[config.mk]
export PLATFORM = sky130hd
export DESIGN_NAME = regfile_2r1w
export DESIGN_NICKNAME = d
export VERILOG_FILES = /design/src/rtl/regfile_pkg.sv /design/src/rtl/regfile_sweep_ctrl.sv /design/src/rtl/regfile_2r1w.sv
export SDC_FILE = /design/constraint.sdc
export NUM_CORES = 1
export LEC_CHECK = 0
export BUFFER_PORTS_ARGS = -buffer_cell sky130_fd_sc_hd__buf_2
export CORE_MARGIN = 5
export CORE_UTILIZATION = 60
export CTS_CLUSTER_DIAMETER = 50
export CTS_CLUSTER_SIZE = 25
export DETAILED_ROUTE_END_ITERATION = 16
export PLACE_DENSITY_LB_ADDON = 0.25
export SKIP_LAST_GASP = 1
export SYNTH_ARGS = -nofsm -noshare
export SYNTH_HDL_FRONTEND = slang
export SYNTH_SLANG_ARGS = --single-unit
[constraint.sdc]
create_clock -name CLK -period 2.42 [get_ports CLK]
set_input_delay 0.484 -clock CLK [delete_from_list [all_inputs] [get_ports CLK]]
set_output_delay 0.484 -clock CLK [all_outputs]
set_load 0.02 [all_outputs]
[src/rtl/regfile_pkg.sv]
// rtl/regfile_pkg.sv - shared types for the 2R1W register file and its clear sweep.
package regfile_pkg;

  typedef enum logic {
    IDLE  = 1'b0,
    SWEEP = 1'b1
  } sweep_state_e;

endpackage

[src/rtl/regfile_sweep_ctrl.sv]
// rtl/regfile_sweep_ctrl.sv - clear-sweep FSM: walks entries 0..DEPTH-1 writing the init value.
module regfile_sweep_ctrl
  import regfile_pkg::*;
#(
  parameter  int DEPTH = 16,
  localparam int AW    = $clog2(DEPTH)
) (
  input  logic          i_clk,
  input  logic          i_rst,
  input  logic          i_clr,
  output logic          o_busy,
  output logic          o_sweep_we,
  output logic [AW-1:0] o_sweep_addr
);

  localparam logic [AW-1:0] LAST = AW'(DEPTH - 1);

  sweep_state_e  r_state;
  sweep_state_e  w_state_nxt;
  logic [AW-1:0] r_cnt;
  logic [AW-1:0] w_cnt_nxt;

  always_ff @(posedge i_clk) begin
    if (i_rst) begin
      r_state <= IDLE;
      r_cnt   <= '0;
    end else begin
      r_state <= w_state_nxt;
      r_cnt   <= w_cnt_nxt;
    end
  end

  // CLR is only looked at in IDLE, so a request during a sweep is simply lost.
  always_comb begin
    w_state_nxt  = r_state;
    w_cnt_nxt    = r_cnt;
    o_sweep_we   = 1'b0;
    o_sweep_addr = r_cnt;
    case (r_state)
      IDLE: begin
        if (i_clr) begin
          w_state_nxt = SWEEP;
          w_cnt_nxt   = '0;
        end
      end
      SWEEP: begin
        o_sweep_we = 1'b1;
        if (r_cnt == LAST) begin
          w_state_nxt = IDLE;
          w_cnt_nxt   = '0;
        end else begin
          w_cnt_nxt = r_cnt + AW'(1);
        end
      end
      default: begin
        w_state_nxt = IDLE;
        w_cnt_nxt   = '0;
      end
    endcase
  end

  assign o_busy = (r_state == SWEEP);

endmodule

[src/rtl/regfile_2r1w.sv]
// rtl/regfile_2r1w.sv - 2-read/1-write register file with registered reads and clear sweep.
// Define REGFILE_BYPASS_EN to forward a same-cycle committed write to the read ports.
module regfile_2r1w
  import regfile_pkg::*;
#(
  parameter  int               WIDTH         = 8,
  parameter  int               DEPTH         = 16,
  parameter  logic [WIDTH-1:0] INITIAL_VALUE = {WIDTH{1'b0}},
  localparam int               AW            = $clog2(DEPTH)
) (
  input  logic             CLK,
  input  logic             RST,
  input  logic             WE,
  input  logic [AW-1:0]    WA,
  input  logic [WIDTH-1:0] WD,
  input  logic             RE0,
  input  logic [AW-1:0]    RA0,
  output logic [WIDTH-1:0] RQ0,
  input  logic             RE1,
  input  logic [AW-1:0]    RA1,
  output logic [WIDTH-1:0] RQ1,
  input  logic             CLR,
  output logic             BUSY
);

  // One extra bit so the range check stays meaningful when DEPTH is a power of 2.
  localparam logic [AW:0] DEPTH_EXT = (AW + 1)'(DEPTH);

  logic [WIDTH-1:0] r_mem [DEPTH];
  logic [WIDTH-1:0] r_rq0;
  logic [WIDTH-1:0] r_rq1;

  logic             w_busy;
  logic             w_sweep_we;
  logic [AW-1:0]    w_sweep_addr;
  logic             w_usr_we;
  logic             w_mem_we;
  logic [AW-1:0]    w_mem_addr;
  logic [WIDTH-1:0] w_mem_data;
  logic             w_ra0_ok;
  logic             w_ra1_ok;
  logic [WIDTH-1:0] w_rd0;
  logic [WIDTH-1:0] w_rd1;

  regfile_sweep_ctrl #(
    .DEPTH (DEPTH)
  ) u_sweep_ctrl (
    .i_clk        (CLK),
    .i_rst        (RST),
    .i_clr        (CLR),
    .o_busy       (w_busy),
    .o_sweep_we   (w_sweep_we),
    .o_sweep_addr (w_sweep_addr)
  );

  // User writes only happen while idle, so they never collide with the sweep.
  assign w_usr_we   = WE && !w_busy && ({1'b0, WA} < DEPTH_EXT);
  assign w_mem_we   = w_sweep_we || w_usr_we;
  assign w_mem_addr = w_sweep_we ? w_sweep_addr : WA;
  assign w_mem_data = w_sweep_we ? INITIAL_VALUE : WD;

  assign w_ra0_ok = ({1'b0, RA0} < DEPTH_EXT);
  assign w_ra1_ok = ({1'b0, RA1} < DEPTH_EXT);

  always_comb begin
    w_rd0 = INITIAL_VALUE;
    w_rd1 = INITIAL_VALUE;
    if (w_ra0_ok) begin
`ifdef REGFILE_BYPASS_EN
      w_rd0 = (w_mem_we && (w_mem_addr == RA0)) ? w_mem_data : r_mem[RA0];
`else
      w_rd0 = r_mem[RA0];
`endif
    end
    if (w_ra1_ok) begin
`ifdef REGFILE_BYPASS_EN
      w_rd1 = (w_mem_we && (w_mem_addr == RA1)) ? w_mem_data : r_mem[RA1];
`else
      w_rd1 = r_mem[RA1];
`endif
    end
  end

  always_ff @(posedge CLK) begin
    if (RST) begin
      for (int i = 0; i < DEPTH; i++) begin
        r_mem[i] <= INITIAL_VALUE;
      end
    end else if (w_mem_we) begin
      r_mem[w_mem_addr] <= w_mem_data;
    end
  end

  always_ff @(posedge CLK) begin
    if (RST) begin
      r_rq0 <= INITIAL_VALUE;
      r_rq1 <= INITIAL_VALUE;
    end else begin
      if (RE0) r_rq0 <= w_rd0;
      if (RE1) r_rq1 <= w_rd1;
    end
  end

  assign RQ0  = r_rq0;
  assign RQ1  = r_rq1;
  assign BUSY = w_busy;

endmodule

==> summary.md <==
| Metric | Value |
|---|---|
| Status | `complete, no violations` |
| Die Span Y | `122 µm` |
| Sequential share of the synthesized area | `0.562` |
| First-pass DRT Iterations | `5` |
| DRC | `0` |
| Clk buf depth | `2` |
| VDD IR-drop max | `between 0.0006 and 0.0007 V` |
| Worst-path clk slew | `about 60 ps` |
| Layout cells sized above 1 | `0.168` |
| Worst Reg2Reg Path Length in Cells | `6` |
| Final Hold Vio Count | `0` |
| Antenna Cells | `0` |
| Crit path to | `r_mem[13][2]` |
| Worst r2r src | `u_sweep_ctrl.o_busy` |
| Worst slew pin tran | `1050 ps` |
| Worst path slowest cell | `dfxtp_1` |
| WL met1 | `8.87 mm` |
| Fin. max-slew vios | `0` |
| CTS tree | `built` |
| Antenna violations before repair | `0` |
| Top sig layer | `met4` |
| Detail Route Antenna Nets | `0` |
| Initial Util | `0.606` |
| Post-synth ARST share | `0` |
| Non-Filler Cell Area, Final | `8770 µm²` |
| Kind of critical path | `register to register` |
| Pwr/cell area | `723 nW/µm²` |
| WL final | `22.0 mm` |
| Most frequently used flop master after synthesis | `edfxtp_1` |
| IO Pins | `43` |
| Non-Filler Instances | `932` |
| Syn_nets | `about 710` |
| Via count of the routed design | `5842` |
| Critical Path Max Stage Delay | `450 ps` |
| Internal | `4.77 mW` |
| CP startpoint kind | `register` |
| Hold/Removal Path Class | `primary input to register` |
| Length of routed met2 wiring | `10.3 mm` |
| Postcts setup bufs | `0` |
| Syn avg cell area | `between 10 and 15 µm²` |
| # setup viols final | `0` |
| Max Freq | `approximately 0.48 GHz` |
| CP Cell Sequence | `buf_4 > inv_1 > o32ai_1 > buf_4 > nand2_1 > nand2b_1` |
| Via/cell ratio | `around 6.3` |
| Die area | `15000 µm²` |
| Critical Path AT | `2140 ps` |
| GRT Util Overall | `0.308` |
| Yosys warns | `0` |
| Combinational power share | `0.112` |
| Nets | `774` |
| CTS buffer count | `17` |
| Die X | `around 120 µm` |
| RSZ-0062 raised after global routing | `no` |
| CP most frequent cell | `buf_4` |
| Number of library cell types mapped by synthesis | `30` |
| Critical Path RT | `approximately 2500 ps` |
| Vias in the first global route | `5727` |
| Min Tclk post-route | `2070 ps` |
| CTS sink cnt | `149` |
| Area delta synth->final | `15.6%` |
| Launch point of the critical path | `u_sweep_ctrl.o_busy` |
| Maxcap violations | `0` |
| Clk root buf | `clkbuf_16` |
| PostCTS Resize Cnt | `0` |
| Hpwl dp | `16.2 mm` |
| DP Cell Count | `900` |
| Post-synth EDFFs | `128` |
| Final worst-path cycle share | `0.856` |
| Max_slew headroom | `0.299` |
| Iter 0 DRT Violations | `750` |
| Power, Total | `6.34 mW` |
| Register bit total from synthesis | `149` |
| Setup TNS | `0 ps` |
| Clock share of power | `0.415` |
| Worst hold slack | `approximately 380 ps` |
| Post-Route Skew | `9.58 ps` |
| Num rows | `41` |
| Leakage power | `3.53 nW` |
| First-pass GRT wire length | `roughly 33 mm` |
| WL per Instance | `23.6 µm` |
| Hold buffers post-CTS | `0` |
| Reg2reg setup slack | `350 ps` |
| Core area | `12500 µm²` |
| Sequential Power Share | `0.474` |
| Total gr overflow | `0` |
| Switch share | `0.248` |
| Dpl cell area | `8180 µm²` |
| Met3 WL post-DR | `2.29 mm` |
| RePlAce Congestion | `~0.94` |
| Syn Std Cell Area | `7590 µm²` |
| CP max FO | `12` |
| IO buf count | `42` |
| Gate Count Post-Synth | `686` |
| Clock latency on the worst-skew pair | `roughly 430 ps` |
| H-Tree Depth | `4` |
| Worst flop-to-flop path endpoint | `r_mem[13][2]` |
| NetSw | `1.57 mW` |
| CP Capture Type | `register` |
| Largest net degree at the start of global routing | `32` |
[synth_stat cells (all sizes together), types with 2 or more instances]
master	instances	share of area
a211oi	4	0.0086
a21oi	21	0.014
a22oi	48	0.047
and2	2	0.0016
buf	16	0.011
clkbuf	26	0.013
dfxtp	21	0.055
edfxtp	128	0.51
inv	3	0.0015
mux2i	129	0.17
nand2	58	0.031
nand2b	18	0.015
nand3	51	0.034
nand3b	4	0.0040
nor2	138	0.068
nor2b	4	0.0033
nor3b	3	0.0030
o21ai	3	0.0020
or3b	2	0.0026
[power groups by stage]
stage	clock, mW	combinational [mW]	sequential, mW
floorplan	0	0.419	3.03
finish	2.63	0.708	3.00
global route	2.77	0.748	3.01
global placement	0	0.683	3.05
detailed placement	0	0.693	3.05
CTS	2.64	0.696	3.00
[flip-flops by register name, summed over array words and instances (netlist names)]
| name | count |
|---|---|
| RQ0 | 8 |
| r_mem | 128 |
| u_sweep_ctrl.o_sweep_addr | 4 |
| RQ1 | 8 |
| u_sweep_ctrl.o_busy | 1 |
[critical path: cells and delay by family (launching register included)]
family | cells | cell delay, ps
AOI/OAI and AO/OA | 1 | 280
DFF | 1 | 450
buffers and inverters | 3 | 520
and+or+nand+nor | 2 | 460
[layer usage]
layer  track usage  vias to the layer above
li1              -                     2621
met5             0                        -
met1         0.419                     2819
met3        0.0811                       45
met2         0.476                      357
met4         0.120                        0
[layout make-up]
type	instances	area, µm²
clock buffers	18	429
fillers	952	3750
clock inverters	14	161
flip-flops and latches	149	4260
inverters	3	11.3
multi-input cells	492	3130
repair buffers	84	556
well taps	172	215
[logic make-up after synthesis]
| group | share of synthesized area |
|---|---|
| flops | 0.562 |
| compound gates | 0.0765 |
| fa+ha+maj | 0.00165 |
| mux | 0.172 |
| buf+inv | 0.0249 |
| simple gates | 0.163 |
[through the flow]
stage | setup WS, ps | util
2_1_floorplan | 350 | -
3_3_place_gp | 245 | 0.654
3_5_place_dp | 214 | 0.654
4_1_cts | 350 | 0.701
5_1_grt | 220 | 0.701
6_report | 349 | 0.701
[cell usage in the layout (no fill, tap or decap), drive strengths merged, types with 4 or more instances in the layout]
| cell type | Yosys | routed |
|---|---|---|
| a211oi | 4 | 4 |
| a21oi | 21 | 21 |
| a22oi | 48 | 48 |
| buf | 16 | 84 |
| clkbuf | 26 | 18 |
| clkinv | 0 | 8 |
| dfxtp | 21 | 21 |
| edfxtp | 128 | 128 |
| mux2i | 129 | 129 |
| nand2 | 58 | 58 |
| nand2b | 18 | 18 |
| nand3 | 51 | 51 |
| nand3b | 4 | 4 |
| nor2 | 138 | 138 |
| nor2b | 4 | 4 |
[worst min-delay path by stage]
stage | endpoint | slack (ps) | from | depth (start not counted)
global placement | RQ1[1] | 430 | RQ1[1] | 2
detailed placement | RQ1[1] | 440 | RQ1[1] | 2
floorplan | u_sweep_ctrl.o_sweep_addr[3] | 480 | u_sweep_ctrl.o_sweep_addr[3] | 2
global route | u_sweep_ctrl.o_sweep_addr[1] | 420 | CLR | 4
CTS | u_sweep_ctrl.o_sweep_addr[0] | 360 | CLR | 4
finish | u_sweep_ctrl.o_sweep_addr[0] | 380 | CLR | 4
Note: power is estimated with default switching activity, not from simulation.
